--- config.mk ---
export PLATFORM = sky130hd
export DESIGN_NAME = fetch_stage
export DESIGN_NICKNAME = d
export VERILOG_FILES = /design/src/rtl/fetch_stage.sv
export SDC_FILE = /design/constraint.sdc
export NUM_CORES = 1
export LEC_CHECK = 0
export CORE_MARGIN = 5
export CORE_UTILIZATION = 42
export CTS_CLUSTER_DIAMETER = 30
export DETAILED_ROUTE_END_ITERATION = 10
export PLACE_DENSITY = 0.78
export SYNTH_ARGS = -nofsm -noshare
export SYNTH_HDL_FRONTEND = slang
export SYNTH_SLANG_ARGS = --single-unit
--- constraint.sdc ---
create_clock -name clk -period 2 [get_ports clk]
set_input_delay 0.3 -clock clk [delete_from_list [all_inputs] [get_ports clk]]
set_output_delay 0.3 -clock clk [all_outputs]
set_load 0.05 [all_outputs]
--- src/rtl/fetch_stage.sv ---
// Instruction fetch stage: issues one instruction-memory request at a time and
// presents the returned word to the decoder through a one-entry ir/pc_out buffer.
module fetch_stage #(
    parameter logic [31:0] RESET_PC  = 32'h0000_0000,
    parameter logic [31:0] NOP_INSTR = 32'h0000_0013
) (
    input  logic        clk,
    input  logic        reset,
    input  logic        stall,
    input  logic        branch_taken,
    input  logic [31:0] branch_target,
    output logic        imem_req,
    output logic [31:0] imem_addr,
    input  logic        imem_ready,
    input  logic [31:0] imem_data,
    output logic [31:0] ir,
    output logic [31:0] pc_out,
    output logic        ir_valid
);

    typedef enum logic [1:0] {
        IDLE  = 2'd0,
        WAIT  = 2'd1,
        DRAIN = 2'd2
    } state_t;

    localparam logic [31:0] RESET_PC_ALIGNED = RESET_PC & ~32'h3;

    state_t      state_reg;
    logic [31:0] pc_reg;
    logic [31:0] req_addr_reg;
    logic [31:0] ir_reg;
    logic [31:0] pc_out_reg;
    logic        ir_valid_reg;
    logic        imem_req_reg;

    logic [31:0] redirect_pc;
    logic        buffer_free;

    assign redirect_pc = branch_target & ~32'h3;
    // The buffer can take a new word once the decoder has consumed (or never had) the current one.
    assign buffer_free = !ir_valid_reg || !stall;

    always_ff @(posedge clk) begin
        if (reset) begin
            state_reg    <= IDLE;
            pc_reg       <= RESET_PC_ALIGNED;
            req_addr_reg <= RESET_PC_ALIGNED;
            ir_reg       <= NOP_INSTR;
            pc_out_reg   <= 32'h0000_0000;
            ir_valid_reg <= 1'b0;
            imem_req_reg <= 1'b0;
        end else begin
            case (state_reg)
                IDLE: begin
                    if (branch_taken) begin
                        pc_reg       <= redirect_pc;
                        ir_valid_reg <= 1'b0;
                    end else if (buffer_free) begin
                        req_addr_reg <= pc_reg;
                        ir_valid_reg <= 1'b0;
                        state_reg    <= WAIT;
                        imem_req_reg <= 1'b1;
                    end
                end
                WAIT: begin
                    if (branch_taken) begin
                        pc_reg       <= redirect_pc;
                        ir_valid_reg <= 1'b0;
                        // A still-pending response belongs to the old path and must be dropped.
                        if (imem_ready) begin
                            state_reg    <= IDLE;
                            imem_req_reg <= 1'b0;
                        end else begin
                            state_reg    <= DRAIN;
                        end
                    end else if (imem_ready) begin
                        ir_reg       <= imem_data;
                        pc_out_reg   <= req_addr_reg;
                        ir_valid_reg <= 1'b1;
                        pc_reg       <= pc_reg + 32'd4;
                        state_reg    <= IDLE;
                        imem_req_reg <= 1'b0;
                    end
                end
                DRAIN: begin
                    if (branch_taken) begin
                        pc_reg       <= redirect_pc;
                        ir_valid_reg <= 1'b0;
                    end
                    if (imem_ready) begin
                        state_reg    <= IDLE;
                        imem_req_reg <= 1'b0;
                    end
                end
                default: begin
                    state_reg    <= IDLE;
                    imem_req_reg <= 1'b0;
                    ir_valid_reg <= 1'b0;
                end
            endcase
        end
    end

    assign imem_req  = imem_req_reg;
    assign imem_addr = req_addr_reg;
    assign ir        = ir_reg;
    assign pc_out    = pc_out_reg;
    assign ir_valid  = ir_valid_reg;

endmodule
=== Word-level counts from Yosys, hierarchy flattened ===
Cells that the tools add are included.

* Register bits after elaboration: 132
* Bits in latches: 0
* Memory bits (writable): 0
* Memory bits (read-only): 0
* Bits of input ports: 69
* Output and inout port bits: 98
* Logic and storage cells: 51
* Memories: 0

* $add $sub $neg: 1
* Multiply operators: 0
* Divide/modulo/power cells: 0
* $lt $le $gt $ge: 0
* Equality and inequality tests: 9
* Shift operators: 0
* Multiplexer cells: 20
* Bitwise gates (word level): 1
* Reductions and logical operators: 13

{| class="wikitable"
|+ Operators by type and width
! cell !! count
|-
| 32-bit 2-to-1 mux || 3
|-
| 32-bit case mux with 2 select lines || 1
|-
| 32-bit by 3-bit adder with 32-bit output, second input constant || 1
|-
| 3-bit AND reduction || 5
|-
| 2-bit 2-to-1 mux || 5
|-
| 1-bit 2-to-1 mux || 8
|-
| 2-bit inequality test, second input constant || 3
|-
| 3-bit inequality test, second input constant || 2
|-
| 2-bit case mux with 3 select lines || 1
|-
| 2-bit by 1-bit inequality test with 1-bit output, second input constant || 2
|-
| 2-bit OR reduction || 2
|-
| 1-bit case mux with 3 select lines || 1
|-
| 2-bit by 1-bit == test with 1-bit output, second input constant || 1
|-
| 2-bit == test, second input constant || 1
|-
| 1-bit logical NOT || 2
|-
| 2-bit logical NOT || 1
|-
| 1-bit case mux with 2 select lines || 1
|-
| 2-bit AND reduction || 1
|-
| 2-bit nonzero test || 1
|-
| 1-bit logical OR || 1
|-
| 1-bit NOT || 1
|}

=== Depth between registers and ports, before layout ===
* Depth in word-level cells: 5
* Depth in mapped cells: 10

=== Worst setup path after synthesis ===
No wires, ideal clock.

* Path kind: register -> register
* Start point: reg state_reg[0]
* End point: reg pc_reg[22]
* Arrival time: 1.940 ns
* Data required time: 1.926 ns
* Slack: -0.015 ns
* Cell stages (with the launch flop): 8
* Clock period less this slack: 2.015 ns
* Cell sequence: dfxtp_1 > inv_1 > ha_1 > buf_2 > or3_1 > buf_2 > or4_1 > a31oi_1

* Word-level cells in the longest chain between the ends: 4
* Elaborated cells on any way between the ends: 9

{| class="wikitable"
|+ Ends and longest elaborated chain
! element !! line !! RTL
|-
| start, declared || 29 || <nowiki>state_t state_reg;</nowiki>
|-
| start signal, assigned || 46 || <nowiki>state_reg <= IDLE;</nowiki>
|-
| start signal, assigned || 62 || <nowiki>state_reg <= WAIT;</nowiki>
|-
| start signal, assigned || 72 || <nowiki>state_reg <= IDLE;</nowiki>
|-
| 2-bit == test or 2-bit logical NOT (tied branches) || 54 || <nowiki>case (state_reg)</nowiki>
|-
| 2-bit OR reduction (no line) || - ||
|-
| 2-bit by 1-bit inequality test with 1-bit output (no line) or 2-bit nonzero test (tied branches) || - ||
|-
| 3-bit AND reduction (no line) || - ||
|-
| end signal, assigned || 57 || <nowiki>pc_reg <= redirect_pc;</nowiki>
|-
| end signal, assigned || 68 || <nowiki>pc_reg <= redirect_pc;</nowiki>
|-
| end signal, assigned || 81 || <nowiki>pc_reg <= pc_reg + 32'd4;</nowiki>
|-
| end, declared || 30 || <nowiki>logic [31:0] pc_reg;</nowiki>
|}

Several ways; a longest one is shown, not always the timed one.
A chain may end at the register's enable or synchronous reset.

=== Final worst setup path ===
* Start point: reg state_reg[0]
* End point: reg pc_reg[21]

Same word-level chain as after synthesis.

==> flow_summary.rst <==
.. list-table::
   :header-rows: 1

   * - Metric
     - Value
   * - Clock sink total
     - about 130
   * - Power Total
     - 6.94 mW
   * - Simple-gate portion of the synthesized area
     - 25.9%
   * - Worst-path clk slew
     - 0.05 ns
   * - Required time of the critical path
     - 2.35 ns
   * - First-pass GRT wire length
     - 25.8 mm
   * - Clock skew after layout
     - 0.00762 ns
   * - Via/cell ratio
     - 5.22
   * - Number of fill cells in the layout
     - about 1100
   * - Violation count after the first detailed-routing iteration
     - 389
   * - Most common cell after layout, fill and taps aside
     - sky130_fd_sc_hd__nand2_1
   * - Layout area overhead
     - 52.6%
   * - Startpoint type of the worst setup path
     - flip-flop
   * - Ranking of synthesized cells by area
     - sky130_fd_sc_hd__dfxtp_1 47%, sky130_fd_sc_hd__nand2_1 15%, sky130_fd_sc_hd__a21oi_1 11%
   * - Top FF cell, synth
     - sky130_fd_sc_hd__dfxtp_1
   * - Actual transition at the worst max-transition pin
     - 0.533 ns
   * - Last weighted congestion value of the routability-driven placer
     - 0.870
   * - Proportion of netlist area held by the largest area contributor
     - between 40% and 50%
   * - Share of the synthesized area in compound gates (AO/OA/AOI/OAI)
     - 20.9%
   * - Total routing resource utilization after global routing
     - 21.4%
   * - Cell area power density
     - 849 nW/µm²
   * - Total area of sequential cells
     - 2520 µm²
   * - Number of failing setup endpoints in the final timing report
     - 0
   * - Setup repair after global routing missed its margin
     - true
   * - Post-synth EDFFs
     - 0
   * - Number of placed cells counting well taps
     - ~1000
   * - Maximum number of pins on one net before global-route repair
     - 114
   * - CTS root buf
     - sky130_fd_sc_hd__clkbuf_16
   * - Maximum achievable frequency
     - just over 500 MHz
   * - Worst Setup End Kind
     - flip-flop
   * - Parity-gate share of the synthesized area counting xor and xnor cells
     - 0%
   * - Antenna violations before repair
     - 0
   * - Clock tree from TritonCTS
     - done
   * - Number of buffers inserted by hold repair at cts
     - 0
   * - Vias in the first global route
     - 5302
   * - Average cell area after synthesis
     - 7.65 µm²
   * - Number of violations of the max-capacitance limit
     - 0
   * - Yosys reg bits
     - 126
   * - Worst Setup Path Type
     - flip-flop to flip-flop
   * - Internal power consumption
     - 5.20 mW
   * - Fin Setup TNS
     - 0 ns
   * - Time the worst path needs with I/O delays and setup
     - 1.95 ns
   * - Share of final-layout standard cells stronger than drive strength 1
     - 12.4%
   * - Switching share of power
     - 25.1%
   * - Sequential fraction of design power
     - between 30% and 40%
   * - Area of the mapped netlist
     - approximately 5400 µm²
   * - Total of warnings raised by yosys
     - 0
   * - Number of detailed-route iterations in the first pass
     - 4
   * - Synth async-reset ratio
     - 0%
   * - Clock Power Share
     - 47.3%
   * - Detailed Place HPWL
     - 11.1 mm
   * - Main combinational cell family by area after synthesis
     - simple AND/OR/NAND/NOR gates
   * - Max FFs per register
     - 32
   * - Leakage power total
     - 2.99 nW
   * - Total vias in the final route
     - 5574
   * - Final antenna-violating net count
     - 0
   * - Core footprint
     - 12600 µm²
   * - Die width
     - around 120 µm
   * - Max H-tree Level
     - 4
   * - Seq/Total Area, Yosys
     - between 40% and 50%
   * - Run status
     - complete, no violations
   * - Data arrival time of the critical path
     - roughly 2.3 ns
   * - Adder-cell share of the synthesized area
     - 1.17%
   * - IO buf count
     - 160
   * - Net load switching power
     - 1.74 mW
   * - Worst hold path type
     - input pin to flip-flop
   * - Final instance area
     - between 8000 and 9000 µm²
   * - Final cycle utilization of the critical path
     - 97.3%
   * - Post-Place Setup Slack
     - -0.0492 ns
   * - Max clock buf depth
     - 2
   * - Largest fanout on the critical path
     - 6
   * - Leftover overflow at the end of global routing
     - 0
   * - Diodes inserted
     - 0
   * - Post-placement cell area
     - 7470 µm²
   * - Hold Violations, Final
     - 0
   * - Cell taking the most area after synthesis
     - sky130_fd_sc_hd__dfxtp_1
   * - Total clock buffers created by CTS
     - 17
   * - Gate count of the mapped netlist
     - 700
   * - Setup slack of the critical path after layout
     - 0.0540 ns
   * - Number of top-level pins
     - 167
   * - Number of distinct library cells after synthesis
     - 55
   * - Final cell count without fillers
     - between 1000 and 1500
   * - DRC violation count after routing
     - 0
   * - Total area of multi-input combinational cells
     - ~2700 µm²
   * - Detailed-route wire length per cell
     - 15.1 µm
   * - Share of total power in combinational logic
     - 13.7%
   * - Row Count
     - 41
   * - Rel. slew slack
     - about 64%
   * - Area of the die
     - 15100 µm²
   * - Share of cell area taken by muxes after synthesis
     - 0.187%
   * - Wire length after detailed routing
     - around 16 mm
   * - Starting Density
     - a little over two fifths
   * - Vert. Die Dim
     - 123 µm
   * - Top library cells by usage in the layout, fill and taps aside
     - 215 x sky130_fd_sc_hd__nand2_1, 158 x sky130_fd_sc_hd__clkdlybuf4s50_1, 125 x sky130_fd_sc_hd__dfxtp_1
   * - Final slew viol count
     - 0
   * - Max VDD drop
     - 0.420 mV
   * - Count of nets after finishing
     - 957
   * - Clock network latency to the later pin of the worst-skew pair
     - 0.41 ns
-- worst paths after layout --
check | end | cells past startpoint | slack [ns] | start
worst max-delay path | pc_reg[21] | 6 | 0.05 | state_reg[0]
worst min register to register | ir[3] | 2 | 0.45 | ir[3]
worst max register to register | pc_reg[21] | 6 | 0.05 | state_reg[0]
worst min-delay path | ir[1] | 3 | 0.37 | reset
-- cells in the mapped netlist (3+ instances only) --
master                     instances
sky130_fd_sc_hd__and4_1            3
sky130_fd_sc_hd__nor2b_1           3
sky130_fd_sc_hd__nand4_2           3
sky130_fd_sc_hd__o21ai_0          26
sky130_fd_sc_hd__a41o_1            3
sky130_fd_sc_hd__nor2_1           23
sky130_fd_sc_hd__a211oi_1          7
sky130_fd_sc_hd__nand3_1          14
sky130_fd_sc_hd__and3_1            6
sky130_fd_sc_hd__nor4_1            4
sky130_fd_sc_hd__nand2b_1          3
sky130_fd_sc_hd__o31ai_1           5
sky130_fd_sc_hd__nor3_1           16
sky130_fd_sc_hd__dfxtp_1         126
sky130_fd_sc_hd__nand4_1           4
sky130_fd_sc_hd__clkbuf_1         40
sky130_fd_sc_hd__nand2_1         216
sky130_fd_sc_hd__a311oi_1          4
sky130_fd_sc_hd__buf_2             7
sky130_fd_sc_hd__o22ai_1           3
sky130_fd_sc_hd__ha_1              5
sky130_fd_sc_hd__inv_1             7
sky130_fd_sc_hd__a21oi_1         116
sky130_fd_sc_hd__and2_1            3
sky130_fd_sc_hd__or3_1             3
sky130_fd_sc_hd__a31oi_1           9
sky130_fd_sc_hd__buf_4             4
-- per-stage QoR --
stage | util (%) | hold WS (ns)
after floorplan | - | 0.424
after global placement | 59.5 | 0.441
after detailed placement | 59.5 | 0.446
after CTS | 64.6 | 0.348
after global routing | 65.0 | 0.406
final | 65.0 | 0.370
-- power groups by stage --
stage | combinational [mW] | sequential [mW] | clock (mW)
floorplan | 0.356 | 2.91 | 0
global placement | 0.918 | 2.76 | 0
detailed placement | 0.925 | 2.76 | 0
CTS | 0.933 | 2.71 | 3.34
global route | 1.02 | 2.73 | 3.46
finish | 0.949 | 2.71 | 3.28
-- critical path: stages, from the launching register on --
cell                      delay [ns]
sky130_fd_sc_hd__dfxtp_2        0.35
sky130_fd_sc_hd__inv_1          0.07
sky130_fd_sc_hd__ha_2           0.22
sky130_fd_sc_hd__or3_4          0.41
sky130_fd_sc_hd__or4_1          0.51
sky130_fd_sc_hd__a21oi_1        0.19
sky130_fd_sc_hd__o21a_1         0.14
-- area by class of cell --
| cell class | count | area share, % |
|---|---|---|
| Clock buffer | 22 | 5.80 |
| Inverter | 8 | 0.367 |
| Sequential cell | 126 | 30.9 |
| Clock inverter | 10 | 1.94 |
| Multi-Input combinational cell | 516 | 32.5 |
| Timing Repair Buffer | 214 | 25.9 |
| Tap cell | 172 | 2.63 |
-- cell families after synthesis --
logic type,after synthesis
DFF,126
buffers and inverters,61
other,1
muxes,1
AOI/OAI and AO/OA,194
adders and majority gates,5
and+or+nand+nor,312
-- layer usage --
metal | vias to the layer above | wire length [µm] | track usage (%)
met5 | - | 0 | 0
met4 | 0 | 291 | 9.24
met3 | 23 | 1410 | 6.08
met2 | 217 | 7710 | 34.8
met1 | 2553 | 6720 | 26.4
li1 | 2781 | - | -
-- repair_timing --
item	CTS	global route
setup buffers	1	0
resized for setup	1	14
setup endpoints to repair	2	20
pin swaps	1	2
Note: power is estimated with default switching activity, not from simulation.
